File: config.mk
export PLATFORM = sky130hd
export DESIGN_NAME = hazard_ctrl
export DESIGN_NICKNAME = d
export VERILOG_FILES = /design/src/rtl/rv_pipe_pkg.sv /design/src/rtl/load_use_detect.sv /design/src/rtl/hazard_ctrl.sv
export SDC_FILE = /design/constraint.sdc
export NUM_CORES = 1
export LEC_CHECK = 0
export ABC_AREA = 1
export ABC_CLOCK_PERIOD_IN_PS = 1400
export CORE_ASPECT_RATIO = 0.8
export CORE_MARGIN = 8
export CORE_UTILIZATION = 36
export CTS_BUF_LIST = sky130_fd_sc_hd__clkbuf_4
export DETAILED_ROUTE_END_ITERATION = 8
export HOLD_SLACK_MARGIN = 0.1
export PLACE_DENSITY = 0.77
export RECOVER_POWER = 100
export SLEW_MARGIN = 15
export SYNTH_ARGS = -nofsm -noshare
export SYNTH_HDL_FRONTEND = slang
export SYNTH_SLANG_ARGS = --single-unit
export TNS_END_PERCENT = 5
File: constraint.sdc
create_clock -name clk -period 1.4 [get_ports clk]
set_input_delay 0.28 -clock clk [delete_from_list [all_inputs] [get_ports clk]]
set_output_delay 0.28 -clock clk [all_outputs]
set_load 0.01 [all_outputs]
File: src/rtl/rv_pipe_pkg.sv
// rtl/rv_pipe_pkg.sv - shared pipeline clear codes and sequencing FSM state type
package rv_pipe_pkg;

    localparam logic [1:0] CTL_RUN   = 2'b00;
    localparam logic [1:0] CTL_HOLD  = 2'b01;
    localparam logic [1:0] CTL_FLUSH = 2'b11;

    typedef enum logic {
        RUN     = 1'b0,
        MD_BUSY = 1'b1
    } state_t;

endpackage

File: src/rtl/load_use_detect.sv
// rtl/load_use_detect.sv - combinational load-use comparator between the ID and EX instructions
module load_use_detect (
    input  logic [4:0] id_rs1,
    input  logic [4:0] id_rs2,
    input  logic       id_use_rs1,
    input  logic       id_use_rs2,
    input  logic [4:0] ex_rd,
    input  logic       ex_mem_read,
    output logic       lu
);

    logic rs1_hit;
    logic rs2_hit;

    // x0 is hardwired to zero, so a load targeting it never creates a dependency
    assign rs1_hit = id_use_rs1 && (id_rs1 == ex_rd);
    assign rs2_hit = id_use_rs2 && (id_rs2 == ex_rd);
    assign lu      = ex_mem_read && (ex_rd != 5'd0) && (rs1_hit || rs2_hit);

endmodule

File: src/rtl/hazard_ctrl.sv
// rtl/hazard_ctrl.sv - pipeline stall/bubble/flush sequencing; HAZARD_PERF_EN adds perf counters
module hazard_ctrl
    import rv_pipe_pkg::*;
#(
    parameter int MD_LATENCY = 4
) (
    input  logic       clk,
    input  logic       rst,
    input  logic [4:0] id_rs1,
    input  logic [4:0] id_rs2,
    input  logic       id_use_rs1,
    input  logic       id_use_rs2,
    input  logic [4:0] ex_rd,
    input  logic       ex_mem_read,
    input  logic       ex_md_start,
    input  logic       ex_branch_taken,
    input  logic       mem_trap,
    output logic       pc_en,
    output logic [1:0] ctl_ifid,
    output logic [1:0] ctl_idex,
    output logic [1:0] ctl_exmem,
    output logic [1:0] ctl_memwb
`ifdef HAZARD_PERF_EN
    ,
    output logic [31:0] perf_stall,
    output logic [31:0] perf_flush
`endif
);

    // The start cycle is itself the first stall, so the counter covers the rest
    localparam logic [3:0] MD_CNT_INIT = 4'(MD_LATENCY - 1);

    state_t     state_q, state_d;
    logic [3:0] cnt_q, cnt_d;
    logic       lu;
    logic       flush_evt;

    load_use_detect u_lu (
        .id_rs1      (id_rs1),
        .id_rs2      (id_rs2),
        .id_use_rs1  (id_use_rs1),
        .id_use_rs2  (id_use_rs2),
        .ex_rd       (ex_rd),
        .ex_mem_read (ex_mem_read),
        .lu          (lu)
    );

    always_comb begin
        state_d   = state_q;
        cnt_d     = cnt_q;
        pc_en     = 1'b1;
        ctl_ifid  = CTL_RUN;
        ctl_idex  = CTL_RUN;
        ctl_exmem = CTL_RUN;
        ctl_memwb = CTL_RUN;
        flush_evt = 1'b0;

        if (mem_trap) begin
            ctl_ifid  = CTL_FLUSH;
            ctl_idex  = CTL_FLUSH;
            ctl_exmem = CTL_FLUSH;
            state_d   = RUN;
            cnt_d     = 4'd0;
            flush_evt = 1'b1;
        end else if (state_q == MD_BUSY) begin
            if (cnt_q != 4'd0) begin
                pc_en     = 1'b0;
                ctl_ifid  = CTL_HOLD;
                ctl_idex  = CTL_HOLD;
                ctl_exmem = CTL_FLUSH;
                cnt_d     = cnt_q - 4'd1;
            end else begin
                state_d = RUN;
            end
        end else if (ex_md_start) begin
            pc_en     = 1'b0;
            ctl_ifid  = CTL_HOLD;
            ctl_idex  = CTL_HOLD;
            ctl_exmem = CTL_FLUSH;
            cnt_d     = MD_CNT_INIT;
            state_d   = MD_BUSY;
        end else if (ex_branch_taken) begin
            // Branch beats load-use: the dependent instruction is squashed anyway
            ctl_ifid  = CTL_FLUSH;
            ctl_idex  = CTL_FLUSH;
            flush_evt = 1'b1;
        end else if (lu) begin
            pc_en    = 1'b0;
            ctl_ifid = CTL_HOLD;
            ctl_idex = CTL_FLUSH;
        end

        if (rst) begin
            pc_en     = 1'b0;
            ctl_ifid  = CTL_FLUSH;
            ctl_idex  = CTL_FLUSH;
            ctl_exmem = CTL_FLUSH;
            ctl_memwb = CTL_FLUSH;
        end
    end

    always_ff @(posedge clk or posedge rst) begin
        if (rst) begin
            state_q <= RUN;
            cnt_q   <= 4'd0;
        end else begin
            state_q <= state_d;
            cnt_q   <= cnt_d;
        end
    end

`ifdef HAZARD_PERF_EN
    logic [31:0] perf_stall_q, perf_stall_d;
    logic [31:0] perf_flush_q, perf_flush_d;

    always_comb begin
        perf_stall_d = perf_stall_q + {31'd0, ~pc_en};
        perf_flush_d = perf_flush_q + {31'd0, flush_evt};
    end

    always_ff @(posedge clk or posedge rst) begin
        if (rst) begin
            perf_stall_q <= 32'd0;
            perf_flush_q <= 32'd0;
        end else begin
            perf_stall_q <= perf_stall_d;
            perf_flush_q <= perf_flush_d;
        end
    end

    assign perf_stall = perf_stall_q;
    assign perf_flush = perf_flush_q;
`else
    logic unused_flush_evt;
    assign unused_flush_evt = flush_evt;
`endif

endmodule
---- Word-level counts from Yosys, hierarchy flattened ----
Cells that the tools add are included.
storage, ports and cells
  flip-flop bits (word level) ............. 5
  latch bits .............................. 0
  bits in writable memories ............... 0
  memory bits (read-only) ................. 0
  bits of input ports ..................... 23
  output and inout port bits .............. 9
  word-level logic and storage cells ...... 49
  memories ................................ 0
cells by class
  $add $sub $neg .......................... 1
  $mul .................................... 0
  divide/modulo/power cells ............... 0
  $lt $le $gt $ge ......................... 0
  equality and inequality tests ........... 3
  shifts and indexed selects .............. 0
  multiplexer cells ....................... 34
  bitwise gates (word level) .............. 0
  reductions and logical operators ........ 9
operator list
  kind                                                                number
  2-bit 2-to-1 mux                                                    17
  4-bit 2-to-1 mux                                                    4
  1-bit 2-to-1 mux                                                    13
  5-bit == test                                                       2
  5-bit nonzero test                                                  1
  1-bit logical AND                                                   4
  4-bit nonzero test                                                  1
  4-bit by 1-bit subtractor with 4-bit output, second input constant  1
  3-bit by 2-bit != test with 1-bit output, second input constant     1
  3-bit nonzero test                                                  1
  2-bit AND reduction                                                 1
  1-bit logical OR                                                    1

---- Longest topological paths before layout ----
  depth in word-level cells ............... 10
  depth in mapped cells ................... 11
  mapped depth without buffers ............ 10

---- By module ----
A second synthesis with hierarchy kept.
second synthesis, totals
  cell total of the unflattened synthesis .. 118
  area, all modules ....................... 629.4 um2
by module, submodules not included
  module           instances  cells an instance  area each (um2)  seq. area each (um2)
  hazard_ctrl      1          63                 412.9            125.1
  load_use_detect  1          55                 216.5            0.0

---- Worst setup path before layout ----
OpenSTA, ideal clock, no wires.
  path type ............................... reg-to-output
  from .................................... register cnt_q[0]
  to ...................................... output port ctl_ifid[0]
  arrival ................................. 1,379 ps
  required time ........................... 1,120 ps
  path slack .............................. -259 ps
  cell stages (with the launch flop) ...... 11
  buffers on the path ..................... 1
  cell sequence ........................... dfrtp_1 inv_1 ha_1 nand2_2 nor3_2 inv_2 nand2_2 nand2_1 inv_1 nand2_1 buf_4
between the ends
  cells in the longest elaborated chain, start to end .. 5
RTL lines
  what                    line                source
  start, declared         hazard_ctrl.sv:34   logic [3:0] cnt_q, cnt_d;
  start signal, assigned  hazard_ctrl.sv:108  cnt_q <= cnt_d;
  4-bit nonzero test      hazard_ctrl.sv:66   if (cnt_q != 4'd0) begin
  1-bit 2-to-1 mux        hazard_ctrl.sv:66
  2-bit 2-to-1 mux        hazard_ctrl.sv:65   end else if (state_q == MD_BUSY) begin
  2-bit 2-to-1 mux        hazard_ctrl.sv:58   if (mem_trap) begin
  2-bit 2-to-1 mux        hazard_ctrl.sv:93   if (rst) begin
  end, declared           hazard_ctrl.sv:19   output logic [1:0] ctl_ifid,
Every way passes these cells.

---- Worst setup path after layout ----
  from .................................... register cnt_q[0]
  to ...................................... output port pc_en
between the ends
  cells in the longest elaborated chain, start to end .. 5
RTL lines
  what                line               source
  4-bit nonzero test  hazard_ctrl.sv:66
  1-bit 2-to-1 mux    hazard_ctrl.sv:66
  1-bit 2-to-1 mux    hazard_ctrl.sv:65
  1-bit 2-to-1 mux    hazard_ctrl.sv:58
  1-bit 2-to-1 mux    hazard_ctrl.sv:93
  end, declared       hazard_ctrl.sv:18  output logic pc_en,
Every way passes these cells.

==> impl_metrics.yaml <==
finish:
  fin_cells: 181
  drive_gt1_share_pct: 30.2
  utilization_pct: 68.9
  num_antenna_cells: 0
  fillers: 146
  fin_nets: 185
  syn_to_final_growth_pct: 81.7
pwr:
  cellLeakagePower_nw: 0.669
  seqPwrFrac_pct: 22.9
  power_frac_comb_pct: 52.1
  sw_frac_of_total_pct: 35.7
  peakVddDrop_v: 0.000486
  pwr-share-clk_pct: 25.0
  intPower_uw: 513
  powerDensity_nw_per_um2: 711
  p_sw_uw: 285
global_route:
  antenna_found_initial: 0
  grt_pass1_wl_mm: 3.30
  grt_start_max_net_pins: 6
  grtUsageTotal_pct: 12.7
  grt_pass1_vias: 780
  overflow: 0
clock_tree:
  clock_latency_ps: 260
  cts.htree.levels: 1
  cts_made_buffers: 3
  cts_tree: "yes"
  cts-root-buf: "clkbuf_4"
  clockBufferDepth: 2
  holdBufCountCts: 0
  clk_pin_slew_ps: 50
  cts.sinks: 5
timing:
  setup_ws_ps: -458
  worstMarginPinSlew_ps: 286
  period_minus_slack_ps: 1860
  timing_hold_violations_final: 0
  whs_ps: 218
  rsz0062_at_grt: "yes"
  finalCritPeriodShare_pct: 133
  fmax_ghz: 0.538
  slew_viol_final: 0
  final-setup-viol-count: 11
  finalClockSkew_ps: 8.15
  relSlewSlack_pct: 81.0
critical_path:
  crit_fanout: 3
  worstPathArrival_ps: 1580
  cp_num_cells: 10
  end_kind: "primary output"
  timing.rr.start: "cnt_q[0]$_DFFE_PP0P_"
  ff2ff_setup_slack_ps: -380
  max_stage_delay_ps: 380
  cpMostUsedCell: "nand2_1"
  crit_path_cell_trace: "inv_2 -> ha_4 -> nand2_4 -> nor3_4 -> nor2_2 -> nand2_1 -> nand2_1 -> o21bai_1 -> inv_1 -> buf_6"
  timing.rr.end: "cnt_q[2]$_DFFE_PP0P_"
  setup.worst_path.end: "pc_en"
  crit_type: "reg2out"
  r2r_cells: 15
  required_ps: 1120
  slowest_stage: "dfrtp_1"
  startpoint: "cnt_q[0]$_DFFE_PP0P_"
  worstPathBufferInverterCount: 3
  cp-start-kind: "flip-flop"
  path_delay_family: "simple AND/OR/NAND/NOR gates"
die:
  start_util_pct: 37.9
  die_w_um: 62.3
  rows: 13
  die_height_um: 53.0
  core_um2: 1630
  ios: 32
  dieArea_um2: 3300
status:
  violations: "setup timing"
  status: "complete, but fails checks"
yosys:
  syn_area_per_cell_um2: 5.56
  ys_warn_count: 0
  ys_seq_elements: 5
  syn_nets: 136
  synth_cells: 111
  yosysUniqueCellTypes: 18
  syn_area_um2: 617
  synth-seq-area-share_pct: 20.3
place:
  place_hpwl_mm: 1.62
  port_buffers: 31
  placedCellCount: 173
  gp_congestion: 0.822
min_path:
  hp-class: "in2async"
drt:
  avgViaCountPerCell: 4.24
  drcViolationCount: 0
  drtIter0Drc: 23
  dr_total_vias: 767
  wl_per_cell_um: 10.6
  wl_mm: 1.92
  detail-route-antenna-nets: 0
  drt_pre_antenna_iters: 4
job:
  maxCapViolCount: 0
==> worst reg2reg max path, stage by stage (launching register included) <==
cell     delay (ps)
dfrtp_1         350
inv_2            60
ha_4            160
nand2_4          70
nor3_4           40
buf_4           130
inv_2            60
nand2_2          70
buf_4           130
buf_4           120
buf_4           120
buf_4           120
inv_2            50
nor2_4           30
inv_2            90
o22ai_2          70
==> routing by layer <==
| metal | global-route usage (%) | wire, µm | vias up |
|---|---|---|---|
| met5 | 0 | 0 | - |
| met1 | 12.7 | 827 | 325 |
| li1 | - | - | 417 |
| met4 | 6.42 | 23 | 0 |
| met2 | 22.6 | 949 | 22 |
| met3 | 5.68 | 121 | 3 |
==> logic make-up after synthesis <==
group                    Yosys count  synth area share, %
adder cells (fa/ha/maj)            2                 4.06
AO/OA/AOI/OAI                      7                 8.52
XOR/XNOR                           2                 2.84
AND/OR/NAND/NOR                   64                 43.0
buffers and inverters             31                 21.3
flip-flops                         5                 20.3
==> final cells by class <==
cell class,count,area (µm²),area share (%)
well taps,22,27.5,2.46
multi-input cells,75,412,36.7
repair buffers,48,425,37.9
flip-flops and latches,5,125,11.2
inverters,27,101,9.04
clock buffers,4,30.0,2.68
==> per-stage QoR <==
stage	setup WS, ps	area (µm²)	power [mW]	TNS [ps]
2_1_floorplan	-153	648	0.379	-377
3_3_place_gp	-924	1050	0.554	-6380
3_5_place_dp	-960	1050	0.567	-6780
4_1_cts	-459	1100	0.806	-4330
5_1_grt	-559	1120	0.877	-5380
6_report	-458	1120	0.797	-4360
==> worst min path at each step <==
stage	endpoint	slack, ps	cells past startpoint
floorplan	cnt_q[0]$_DFFE_PP0P_	70	1
global placement	cnt_q[0]$_DFFE_PP0P_	550	3
detailed placement	cnt_q[0]$_DFFE_PP0P_	550	3
CTS	cnt_q[2]$_DFFE_PP0P_	160	3
global route	cnt_q[2]$_DFFE_PP0P_	230	3
finish	cnt_q[2]$_DFFE_PP0P_	220	3
==> what timing repair did <==
item / 4_1_cts / 5_1_grt
pin swaps: 5 / 6
buffers inserted: 4 / 0
gates resized for setup: 45 / 7
setup endpoints to repair: 13 / 11
==> sequential cells by signal (all words and copies together) (netlist names) <==
register / flops
cnt_q: 4
state_q: 1
==> power groups by stage <==
stage / sequential, mW / combinational, mW / clock (mW)
CTS: 0.181 / 0.414 / 0.210
global route: 0.184 / 0.460 / 0.233
global placement: 0.179 / 0.374 / 0
floorplan: 0.181 / 0.198 / 0
detailed placement: 0.180 / 0.387 / 0
finish: 0.182 / 0.415 / 0.200
==> cells in the mapped netlist <==
cell type	count	share of area (%)
ha_1	2	4.1
nand4_1	1	1.0
inv_2	3	1.8
xor2_1	1	1.4
nand3_1	3	2.4
inv_1	24	15
nand2_1	45	27
nor2_4	1	1.8
o21ai_0	3	2.4
o21ai_2	2	2.8
o21bai_1	1	1.2
nor2_1	11	6.7
xnor2_1	1	1.4
buf_4	4	4.9
nor3_2	1	1.6
o22ai_2	1	2.0
dfrtp_1	5	20
nand2_2	2	2.0
==> cell usage in the layout, fill, tap and decap left out, drive strengths merged, types with 5 or more instances in the layout <==
cell type / Yosys / routed
nand2: 47 / 47
inv: 27 / 27
buf: 4 / 21
clkdlybuf4s50: 0 / 12
nor2: 12 / 12
dlygate4sd2: 0 / 9
clkbuf: 0 / 6
dfrtp: 5 / 5
o21ai: 5 / 5
Note: power is estimated with default switching activity, not from simulation.
